<file path="config.mk">
export PLATFORM = sky130hd
export DESIGN_NAME = snake_body_engine
export DESIGN_NICKNAME = d
export VERILOG_FILES = /design/src/rtl/snake_body_engine.sv
export SDC_FILE = /design/constraint.sdc
export NUM_CORES = 1
export LEC_CHECK = 0
export CORE_MARGIN = 2
export CORE_UTILIZATION = 55
export DETAILED_ROUTE_END_ITERATION = 10
export PLACE_DENSITY = 0.71
export SLEW_MARGIN = 20
export SYNTH_ARGS = -nofsm -noshare
export SYNTH_HDL_FRONTEND = slang
export SYNTH_SLANG_ARGS = --single-unit
</file>
<file path="constraint.sdc">
create_clock -name CLK -period 48.3 [get_ports CLK]
set_clock_uncertainty 0.2 [all_clocks]
set_input_delay 9.66 -clock CLK [delete_from_list [all_inputs] [get_ports CLK]]
set_output_delay 9.66 -clock CLK [all_outputs]
set_load 0.005 [all_outputs]
</file>
<file path="src/rtl/snake_body_engine.sv">
// -----------------------------------------------------------------------------
// snake_body_engine
//
// Parametrised snake body datapath. Keeps MAX_LENGTH segments in cell
// coordinates, advances the whole body one cell every TICK_DIV cycles while
// enabled, wraps at the screen edges, grows on request, flags self-collision
// and answers per-pixel head/body hit queries for the colour path.
//
// Ports:
//   CLK           system clock
//   RESET         synchronous, active-high reset (overrides everything)
//   ENABLE        high while the game is in play; gates the move tick
//   DIRECTION     requested heading: 0 up, 1 right, 2 down, 3 left
//   GROW          one-cycle pulse, request one extra segment
//   QUERY_X/Y     cell under the current pixel
//   HIT_HEAD      registered: query cell equals segment 0
//   HIT_BODY      registered: query cell equals an active segment 1..LENGTH-1
//   HEAD_X/Y      segment 0 coordinates
//   LENGTH        active segment count
//   STEP          one-cycle pulse after each move
//   SELF_COLLIDE  sticky self-collision flag; freezes movement until reset
// -----------------------------------------------------------------------------
module snake_body_engine #(
  parameter int MAX_LENGTH  = 32,
  parameter int INIT_LENGTH = 4,
  parameter int MAX_X       = 159,
  parameter int MAX_Y       = 119,
  parameter int X_WIDTH     = 8,
  parameter int Y_WIDTH     = 7,
  parameter int LEN_WIDTH   = 6,
  parameter int TICK_DIV    = 10000000
) (
  input  logic                 CLK,
  input  logic                 RESET,
  input  logic                 ENABLE,
  input  logic [1:0]           DIRECTION,
  input  logic                 GROW,
  input  logic [X_WIDTH-1:0]   QUERY_X,
  input  logic [Y_WIDTH-1:0]   QUERY_Y,
  output logic                 HIT_HEAD,
  output logic                 HIT_BODY,
  output logic [X_WIDTH-1:0]   HEAD_X,
  output logic [Y_WIDTH-1:0]   HEAD_Y,
  output logic [LEN_WIDTH-1:0] LENGTH,
  output logic                 STEP,
  output logic                 SELF_COLLIDE
);

  localparam int TICK_W = $clog2(TICK_DIV);

  localparam logic [TICK_W-1:0]    TICK_LAST = TICK_W'(TICK_DIV - 1);
  localparam logic [TICK_W-1:0]    TICK_ONE  = TICK_W'(1);
  localparam logic [X_WIDTH-1:0]   X_LAST    = X_WIDTH'(MAX_X);
  localparam logic [X_WIDTH-1:0]   X_ONE     = X_WIDTH'(1);
  localparam logic [Y_WIDTH-1:0]   Y_LAST    = Y_WIDTH'(MAX_Y);
  localparam logic [Y_WIDTH-1:0]   Y_ONE     = Y_WIDTH'(1);
  localparam logic [Y_WIDTH-1:0]   Y_MID     = Y_WIDTH'(MAX_Y / 2);
  localparam logic [LEN_WIDTH-1:0] LEN_MAX   = LEN_WIDTH'(MAX_LENGTH);
  localparam logic [LEN_WIDTH-1:0] LEN_INIT  = LEN_WIDTH'(INIT_LENGTH);
  localparam logic [LEN_WIDTH-1:0] LEN_ONE   = LEN_WIDTH'(1);

  // Segment store: index 0 is the head. Kept in flops because every entry is
  // compared in parallel each cycle.
  logic [X_WIDTH-1:0]   seg_x_reg [MAX_LENGTH];
  logic [Y_WIDTH-1:0]   seg_y_reg [MAX_LENGTH];

  logic [1:0]           heading_reg, heading_next;
  logic [LEN_WIDTH-1:0] length_reg, length_next;
  logic [1:0]           pending_reg, pending_next;
  logic [TICK_W-1:0]    tick_reg, tick_next;
  logic                 step_reg;
  logic                 collide_reg;
  logic                 hit_head_reg;
  logic                 hit_body_reg;

  logic                 run;
  logic                 step_now;
  logic [X_WIDTH-1:0]   head_x_next;
  logic [Y_WIDTH-1:0]   head_y_next;
  logic [MAX_LENGTH-1:0] body_hit_vec;
  logic [MAX_LENGTH-1:0] self_hit_vec;

  // Move tick: frozen (not cleared) when disabled or after a collision.
  always_comb begin
    run       = ENABLE && !collide_reg;
    step_now  = run && (tick_reg == TICK_LAST);
    tick_next = tick_reg;
    if (step_now) begin
      tick_next = '0;
    end else if (run) begin
      tick_next = tick_reg + TICK_ONE;
    end
  end

  // A reversal request is ignored; XOR with 2 gives the opposite heading.
  always_comb begin
    heading_next = heading_reg;
    if (step_now && (DIRECTION != (heading_reg ^ 2'b10))) begin
      heading_next = DIRECTION;
    end
  end

  // New head position along the updated heading, with edge wrap.
  always_comb begin
    head_x_next = seg_x_reg[0];
    head_y_next = seg_y_reg[0];
    case (heading_next)
      2'd0:    head_y_next = (seg_y_reg[0] == '0)     ? Y_LAST : seg_y_reg[0] - Y_ONE;
      2'd1:    head_x_next = (seg_x_reg[0] == X_LAST) ? '0     : seg_x_reg[0] + X_ONE;
      2'd2:    head_y_next = (seg_y_reg[0] == Y_LAST) ? '0     : seg_y_reg[0] + Y_ONE;
      default: head_x_next = (seg_x_reg[0] == '0)     ? X_LAST : seg_x_reg[0] - X_ONE;
    endcase
  end

  // Growth consumes the pending count as it stood before this edge; a GROW
  // arriving on the same edge is added afterwards so it lands on the next step.
  always_comb begin
    length_next  = length_reg;
    pending_next = pending_reg;
    if (step_now && (pending_reg != 2'd0)) begin
      if (length_reg < LEN_MAX) begin
        length_next  = length_reg + LEN_ONE;
        pending_next = pending_reg - 2'd1;
      end else begin
        pending_next = 2'd0;
      end
    end
    if (GROW && (pending_next != 2'd3)) begin
      pending_next = pending_next + 2'd1;
    end
  end

  // Per-segment comparators. Segment 0 never counts as body.
  generate
    for (genvar gi = 0; gi < MAX_LENGTH; gi++) begin : gen_cmp
      if (gi == 0) begin : gen_head
        assign body_hit_vec[gi] = 1'b0;
        assign self_hit_vec[gi] = 1'b0;
      end else begin : gen_body
        assign body_hit_vec[gi] = (LEN_WIDTH'(gi) < length_reg) &&
                                  (seg_x_reg[gi] == QUERY_X) &&
                                  (seg_y_reg[gi] == QUERY_Y);
        assign self_hit_vec[gi] = (LEN_WIDTH'(gi) < length_reg) &&
                                  (seg_x_reg[gi] == seg_x_reg[0]) &&
                                  (seg_y_reg[gi] == seg_y_reg[0]);
      end
    end
  endgenerate

  // Body shift register; the whole depth shifts so a later grow exposes the
  // position that was the previous tail.
  always_ff @(posedge CLK) begin
    if (RESET) begin
      for (int i = 0; i < MAX_LENGTH; i++) begin
        seg_x_reg[i] <= X_WIDTH'(MAX_X / 2 - i);
        seg_y_reg[i] <= Y_MID;
      end
    end else if (step_now) begin
      seg_x_reg[0] <= head_x_next;
      seg_y_reg[0] <= head_y_next;
      for (int i = 1; i < MAX_LENGTH; i++) begin
        seg_x_reg[i] <= seg_x_reg[i-1];
        seg_y_reg[i] <= seg_y_reg[i-1];
      end
    end
  end

  // Control state. Collision is judged in the cycle after a step, against the
  // already-shifted body and updated length.
  always_ff @(posedge CLK) begin
    if (RESET) begin
      heading_reg  <= 2'd1;
      length_reg   <= LEN_INIT;
      pending_reg  <= 2'd0;
      tick_reg     <= '0;
      step_reg     <= 1'b0;
      collide_reg  <= 1'b0;
      hit_head_reg <= 1'b0;
      hit_body_reg <= 1'b0;
    end else begin
      heading_reg  <= heading_next;
      length_reg   <= length_next;
      pending_reg  <= pending_next;
      tick_reg     <= tick_next;
      step_reg     <= step_now;
      collide_reg  <= collide_reg | (step_reg & (|self_hit_vec));
      hit_head_reg <= (seg_x_reg[0] == QUERY_X) && (seg_y_reg[0] == QUERY_Y);
      hit_body_reg <= |body_hit_vec;
    end
  end

  assign HIT_HEAD     = hit_head_reg;
  assign HIT_BODY     = hit_body_reg;
  assign HEAD_X       = seg_x_reg[0];
  assign HEAD_Y       = seg_y_reg[0];
  assign LENGTH       = length_reg;
  assign STEP         = step_reg;
  assign SELF_COLLIDE = collide_reg;

endmodule

</file>
# Word-level counts from Yosys, hierarchy flattened
# Memory sizes are Yosys's and may differ from the RTL's.
# Cells that the tools add are included.
# Widths: inputs -> output; s select.
# op_classes
add_sub_neg	8
n_bitwise	67
n_eq_ne	133
n_mux	79
reduce_logical	140
n_lt_le_gt_ge	32
# ops
operator	count
$eq 8x8->1	63
$eq 7x7->1	63
$mux 8	34
$mux 7	34
$logic_and 1x1->1	130
$lt 5x6->1 const A	16
$or 1x1->1	65
$reduce_or 31->1	2
$lt 4x6->1 const A	8
$add 24x1->24 const B	1
$eq 24x24->1 const B	1
$lt 3x6->1 const A	4
$pmux 8 s2	1
$pmux 7 s2	1
$lt 2x6->1 const A	2
$add 8x1->8 const B	1
$eq 8x8->1 const B	1
$logic_not 8->1	1
$mux 2	4
$sub 8x1->8 const B	1
$add 7x1->7 const B	1
$eq 7x7->1 const B	1
$logic_not 7->1	1
$sub 7x1->7 const B	1
17 further kinds	22
# word_totals
regBits	38
out_inout_bits	25
mem_bits_rw	480
n_memories	2
in_bits	21
word_cells	469
# memory_table
memory	words	word_bits	rd	rd_ports_with_merged_regs	write_ports	line	text
seg_x_reg	32	8	32	0	32	64	logic [X_WIDTH-1:0] seg_x_reg [MAX_LENGTH];
seg_y_reg	32	7	32	0	32	65	logic [Y_WIDTH-1:0] seg_y_reg [MAX_LENGTH];

# Depth between registers and ports, before layout
# Gate-level depths: netlist (run 1).
# logic_depth
ltp_word	9
ltp_mapped	11
ltp_nobuf	10

# Worst setup path before layout (run 1)
# No wires, ideal clock.
# synth_path
kind	input-to-reg
from	in ENABLE
to	mem seg_x_reg[12][4], in the netlist seg_x_reg[0][100] (enable)
path_slack_ns	23.935
required_time_ns	47.090
n_path_buf	2
path_stages	6
t_arrival_ns	23.155
setup_time_ns	1.010
path_cell_list	nand3b_1 > nor2_2 > nand3_2 > clkbuf_1 > nand2b_1 > buf_1
# synth_rtl
element	line	text
start, declared	35	input logic ENABLE,
end, declared	64	

==> results by group, run 1 <==
Worst setup path
  • Critical path arrival: roughly 13 ns
  • Crit-path cells: clkdlybuf4s50_1 > nand3b_1 > nor2_2 > nand3_4 > nand2b_4 > buf_4 > buf_4
  • Crit end category: register
  • Critical path launch point type: input port
  • Crit path largest cell delay: 0.81 ns
  • Kind of critical path: in -> reg
  • CP max stage cell: buf_4
  • Max FO, Critical Path: 71
  • CP most frequent cell: buf_4
  • CP required: 48.36 ns

CTS
  • Post-CTS Setup Bufs: 0
  • Clock sinks: between 500 and 600
  • H-tree depth: 2
  • Clk Latency, worst-skew pair: about 0.65 ns
  • Hold bufs inserted after CTS: 0
  • CTS tree: done
  • Clock buffer depth: 3
  • Number of gates resized after CTS: 0
  • Clock slew at reported path FFs: roughly 0.060 ns
  • Root Driver: clkbuf_16
  • Cts bufs inserted: 56

STA
  • Final hold vios: 0
  • Setup violators final: 0
  • Max Freq: about 75 MHz
  • Worst slew pin tran: 1.09 ns
  • Worst slew margin: between 20% and 30%
  • Setup TNS: 0 ns
  • Fin crit share: 27.5%
  • RSZ-0062 raised after global routing: false
  • Post-route minimum period: 13.27 ns
  • Pins Over Slew Limit: 0

Global routing
  • GRT Total Usage: 33.3%
  • Initial antenna violation count: 1
  • Grt ovf: 0
  • Vias in the first global route: 22,700
  • Largest net degree at the start of global routing: 212
  • First-pass GRT wire length: 147 mm

Routing
  • Wirelength per Cell: between 20 and 30 um
  • DRT iter0 DRCs: 3,118
  • Met3 Wirelength: 11.6 mm
  • Top sig layer: met5
  • Via density: 6.46
  • WL met1: 37.0 mm
  • Wire length on met2: 45.9 mm
  • DRC errors left: 0
  • WL final: 100 mm
  • Routed vias: about 23,000
  • Post-route antenna net violation count: 0
  • DRT Pass-1 Iters: 8

Yosys
  • Post-synthesis xor/xnor area fraction: 27.2%
  • Seq cells post-synth: 518
  • Mapped Nets: 2,831
  • Share of flip-flops with an asynchronous set or reset: 0%
  • Main combinational cell family by area after synthesis: XOR/XNOR gates
  • Synth top area cells: edfxtp_1 46%, xor2_1 15%, xnor2_1 12%
  • Sequential share of the synthesized area: 47.9%
  • Top cell type's share of synthesized area: between 40% and 50%
  • Yosys warnings: 0
  • Adder-Cell Fraction of Synth Area: less than 1%
  • Post-Syn Instances: ~2,800
  • Post-synth top area cell: edfxtp_1
  • Top_reg_cell synth: edfxtp_1
  • Synth Area in Simple Gates: 18.4%
  • Post-synthesis compound-gate area fraction: ~1.8%
  • Cell Area, Synth: 31,700 sq um
  • Post-synth EDFFs: 480
  • Post-synthesis mux area share: 0.221%
  • Distinct cells, synth: 68
  • Syn Area/Cell: 11.3 sq um

Floorplan
  • Top Ports: 46
  • CORE AREA: 56,600 sq um
  • Die Y: 244 um
  • Die area: 59,500 sq um
  • Die W: 244 um
  • Cell Rows: 87
  • Initial core utilization: 55.9%

Final layout
  • Fin cells: 3,540
  • Antenna cells: 0
  • Final nets: 2,769
  • Synthesis-to-finish area growth: 7.59%
  • Layout cells sized above 1: between 10% and 20%
  • Max reg flops: 256

Placed design
  • Dpl cells: 3,434
  • Detailed placer's ending HPWL: 62.8 mm
  • GPL Wtd Cong: between 0.9 and 1
  • IO Port Bufs: between 40 and 50

Power
  • IR drop worst, VDD: roughly 30 uV
  • Sw Pwr: 0.000293 W
  • Sw frac: about a quarter
  • Leak: roughly 11 nW
  • Combinational power share: a little under an eighth
  • Reg power frac: 48.8%
  • Clock share of power: 39.6%
  • PwrDens: 32.4 nW/um^2
  • Internal power: 0.000810 W

Run
  • MaxCap Viol Count: 0

Status
  • Status: complete, no violations

Hold path
  • Tightest Hold Check Type: reg -> reg
## worst max-delay path: cells and delay by family
family	cells	cell delay, ns
simple gates	4	1.40
buf+inv	3	2.07
## final cells by class
type	instances	area (sq um)
Fill cell	4520	22500
Multi-Input combinational cell	2044	15200
Tap cell	756	946
Clock inverter	39	344
Inverter	13	48.8
Timing Repair Buffer	104	880
Clock buffer	66	1470
Sequential cell	518	15200
## power by group through the flow
| stage | clock network (W) | registers [W] | logic [W] |
|---|---|---|---|
| after floorplan | 0 | 0.000546 | 0.0000955 |
| after global placement | 0 | 0.000546 | 0.000120 |
| after detailed placement | 0 | 0.000546 | 0.000124 |
| after CTS | 0.000438 | 0.000537 | 0.000124 |
| after global routing | 0.000457 | 0.000539 | 0.000135 |
| final | 0.000437 | 0.000539 | 0.000127 |
## layout by cell type (no fill, tap or decap), types with 8 or more instances in the layout
cell               n
or4_1              9
or2_2            128
nand3_1           23
and2_1           119
o21ai_0           15
buf_2             15
clkbuf_1           8
clkinv_2          17
xnor2_1          427
nor2b_1           89
buf_4             55
nand2b_1           8
nor2_1            59
clkbuf_16         57
clkdlybuf4s50_1   29
dfxtp_1           38
ha_1              11
nor3_1            12
nor4_1           160
nand2_1           39
xor2_1           555
clkinv_1          12
a21oi_1           21
edfxtp_1         480
inv_1             12
nand4_1          143
or3_1            143
## cell usage after synthesis (all sizes together) (3+ instances only)
master / number
nand2: 39
a21o: 4
a21oi: 21
nor4b: 3
mux2i: 7
xnor2: 427
nor2: 60
or3: 143
and3: 10
o41ai: 6
ha: 11
inv: 13
a31oi: 3
nand2b: 9
dfxtp: 38
nor3: 13
nor4: 161
a41oi: 4
buf: 153
nand4: 143
nor2b: 89
or4: 9
o211ai: 3
o31ai: 3
edfxtp: 480
xor2: 555
clkbuf: 71
and2: 119
o21ai: 16
and4: 5
or2: 129
nand3: 24
## metrics by stage
stage | power, W | area [sq um] | util [%] | hold slack [ns] | worst slack (ns)
2_1_floorplan | 0.000642 | 31700 | - | 0.258 | 23.93
3_3_place_gp | 0.000666 | 32200 | 56.9 | 0.274 | 34.55
3_5_place_dp | 0.000670 | 32200 | 56.9 | 0.301 | 34.46
4_1_cts | 0.00110 | 34000 | 60.1 | 0.309 | 35.12
5_1_grt | 0.00113 | 34100 | 60.2 | 0.330 | 34.84
6_report | 0.00110 | 34100 | 60.2 | 0.311 | 35.03
## per-layer routing
layer  vias to the layer above  global-route usage, %
met2                      1544                   52.8
li1                       9623                      -
met1                     11300                   41.6
met4                         2                   17.0
met5                         -                      0
met3                       419                   9.70
## cell families after synthesis
logic type | Yosys count
xor gates and xnor gates | 982
and+or+nand+nor | 963
DFF | 518
buffers and inverters | 237
AOI/OAI and AO/OA | 81
adders and majority gates | 11
muxes | 7
## worst paths after layout
kind | cells after the start | slack (ns) | end | from
worst max register to register | 9 | 43.88 | SELF_COLLIDE$_SDFF_PP0_ | seg_x_reg[0][6]$_SDFFCE_PN1P_
worst min-delay path | 2 | 0.31 | tick_reg[15]$_SDFFE_PP0P_ | tick_reg[15]$_SDFFE_PP0P_
worst max-delay path | 7 | 35.03 | seg_x_reg[0][64]$_SDFFCE_PN1P_ | ENABLE
worst min register to register | 2 | 0.31 | tick_reg[15]$_SDFFE_PP0P_ | tick_reg[15]$_SDFFE_PP0P_
(Power assumes the default switching activity.)
==> run 2, diff against run 1 <==
PLACE_DENSITY = 0.74   (was 0.71)
clock period = 12 ns   (was 48.3 ns; I/O delays follow)
==> results by group, run 2 (synthesis results as in run 1) <==
Status
  • Status: complete, no violations (unchanged)

CTS
  • CTS tree: done (unchanged)
  • Clk Latency, worst-skew pair: 0.63 ns (was 0.65 ns)
  • Clock slew at reported path FFs: 0.06 ns (about the same)
  • Number of gates resized after CTS: 0 (unchanged)
  • Post-CTS Setup Bufs: 0 (unchanged)
  • Cts bufs inserted: 57 (was 56)
  • H-tree depth: 2 (unchanged)
  • Hold bufs inserted after CTS: 0 (unchanged)
  • Clock sinks: 518 (unchanged)
  • Root Driver: clkbuf_16 (unchanged)
  • Clock buffer depth: 3 (unchanged)

Power
  • Leak: 11.0 nW (about the same)
  • PwrDens: 129 nW/um^2 (was 32.4 nW/um^2)
  • IR drop worst, VDD: 112 uV (was 29.7 uV)

Placed design
  • GPL Wtd Cong: 0.938 (was 0.950)
  • Pre-CTS setup slack: 4.71 ns (was 34.46 ns)
  • IO Port Bufs: 45 (unchanged)
  • Dpl cells: 3,431 (was 3,434)
  • Detailed placer's ending HPWL: 60.7 mm (was 62.8 mm)

Final layout
  • Final nets: 2,766 (was 2,769)
  • Final Util: 60.1% (was 60.2%)
  • Most common cell after layout, fill and taps aside: xor2_1 (unchanged)
  • Fin cells: 3,539 (was 3,540)
  • Layout cells sized above 1: 10.6% (was 10.9%)
  • Most frequent cells in the layout: 555 x xor2_1, 480 x edfxtp_1, 427 x xnor2_1 (unchanged)
  • Antenna cells: 0 (unchanged)
  • Max reg flops: 256 (unchanged)
  • Synthesis-to-finish area growth: 7.41% (was 7.59%)

Floorplan
  • Initial core utilization: 55.9% (unchanged)
  • Die area: 59,500 sq um (unchanged)
  • Top Ports: 46 (unchanged)
  • CORE AREA: 56,600 sq um (unchanged)
  • Cell Rows: 87 (unchanged)
  • Die Y: 244 um (unchanged)
  • Die W: 244 um (unchanged)

Routing
  • DRC errors left: 0 (unchanged)
  • Wirelength per Cell: 27.7 um (was 28.3 um)
  • Via density: 6.38 (was 6.46)
  • Routed vias: 22,600 (was 22,900)
  • DRT Pass-1 Iters: 5 (was 8)
  • WL final: 98.2 mm (was 100 mm)
  • Post-route antenna net violation count: 0 (unchanged)
  • DRT iter0 DRCs: 2,895 (was 3,118)

Run
  • MaxCap Viol Count: 0 (unchanged)

STA
  • Post-route minimum period: 6.57 ns
  • Worst slew margin: 25.2% (was 26.5%)
  • Final hold vios: 0 (unchanged)
  • Max Freq: 152 MHz
  • Setup TNS: 0 ns (unchanged)
  • Setup ws final: 5.43 ns (was 35.03 ns)
  • Fin crit share: 54.8%
  • RSZ-0062 raised after global routing: false (unchanged)
  • Worst slew pin tran: 1.12 ns (was 1.09 ns)
  • Setup violators final: 0 (unchanged)
  • Pins Over Slew Limit: 0 (unchanged)

Worst setup path
  • Setup slack, reg-to-reg: 7.14 ns (was 43.88 ns)
  • Max FO, Critical Path: 85 (was 71)
  • Reg-to-reg critical path endpoint: seg_y_reg[0][4]$_SDFFCE_PN1P_ (was SELF_COLLIDE$_SDFF_PP0_)
  • Crit end category: register (unchanged)
  • Worst Setup SP: ENABLE (unchanged)
  • Setup crit end: seg_y_reg[0][4]$_SDFFCE_PN1P_ (was seg_x_reg[0][64]$_SDFFCE_PN1P_)
  • R2R depth: 9 (unchanged)
  • Kind of critical path: in -> reg (unchanged)
  • CP required: 12.17 ns (was 48.36 ns)
  • R2R Path Start: tick_reg[0]$_SDFFE_PP0P_ (was seg_x_reg[0][6]$_SDFFCE_PN1P_)
  • Critical path arrival: 6.74 ns (was 13.33 ns)
  • Critical path launch point type: input port (unchanged)

Global routing
  • Initial antenna violation count: 1 (unchanged)
  • First-pass GRT wire length: 144 mm (was 147 mm)
  • Vias in the first global route: 22,400 (was 22,700)
  • GRT Total Usage: 32.6% (was 33.3%)
  • Grt ovf: 0 (unchanged)
  • Largest net degree at the start of global routing: 198 (was 212)

Hold path
  • Tightest Hold Check Type: reg -> reg (unchanged)
[run 2: changes by cell type in the layout (fill, tap and decap cells not counted), sizes merged]
cell,before,now
inv,15,14
bufinv,6,3
clkbuf,66,78
buf,75,71
clkinvlp,1,2
clkinv,30,24
[run 2: metal layers]
| layer | vias to the layer above | GRT usage, % | routed length, um |
|---|---|---|---|
| met5 | - | 0 | 0 |
| met3 | 381 | 7.68 | 11300 |
| li1 | 9621 | - | - |
| met2 | 1522 | 51.4 | 44200 |
| met4 | 0 | 16.7 | 5720 |
| met1 | 11100 | 42.1 | 37000 |
[run 2: critical path: stages]
cell and delay [ns]:
clkdlybuf4s50_1 0.50, nand3b_1 0.19, nor2_2 0.33, nand3_4 0.72, or2_1 0.69, inv_2 0.75
buf_4 0.68, o21ai_1 0.15, a221o_1 0.28
[run 2: area by class of cell]
type                       count  area [sq um]
clock buffer                  78          1590
clock inverter                30           220
fill                        4459         22600
inverter                      13          48.8
multi-input combinational   2044         15200
sequential                   518         15200
tap                          756           946
timing repair buffer         100           822
[run 2: metrics by stage]
stage / instance area, sq um / hold slack, ns / total power (W)
final: 34000 / 0.293 / 0.00440
after global routing: 34000 / 0.323 / 0.00451
after CTS: 34000 / 0.298 / 0.00439
after detailed placement: 32200 / 0.289 / 0.00270
after global placement: 32200 / 0.272 / 0.00268
after floorplan: 31700 / 0.258 / 0.00256
[run 2: how the worst min path moves through the flow]
stage	startpoint	end	slack (ns)	depth (start not counted)
after floorplan	heading_reg[1]$_SDFF_PP0_	heading_reg[1]$_SDFF_PP0_	0.26	2
after global placement	heading_reg[1]$_SDFF_PP0_	heading_reg[1]$_SDFF_PP0_	0.27	2
after detailed placement	heading_reg[1]$_SDFF_PP0_	heading_reg[1]$_SDFF_PP0_	0.29	2
after CTS	heading_reg[1]$_SDFF_PP0_	heading_reg[1]$_SDFF_PP0_	0.30	2
after global routing	heading_reg[1]$_SDFF_PP0_	heading_reg[1]$_SDFF_PP0_	0.32	2
final	heading_reg[1]$_SDFF_PP0_	heading_reg[1]$_SDFF_PP0_	0.29	2
[run 2: power breakdown]
group / leakage (nW) / internal [W] / switching [W]
registers: 4.85 / 0.00206 / 0.000107
logic: 5.27 / 0.000201 / 0.000312
clock network: 0.882 / 0.000985 / 0.000739
total: 11.0 / 0.00324 / 0.00116
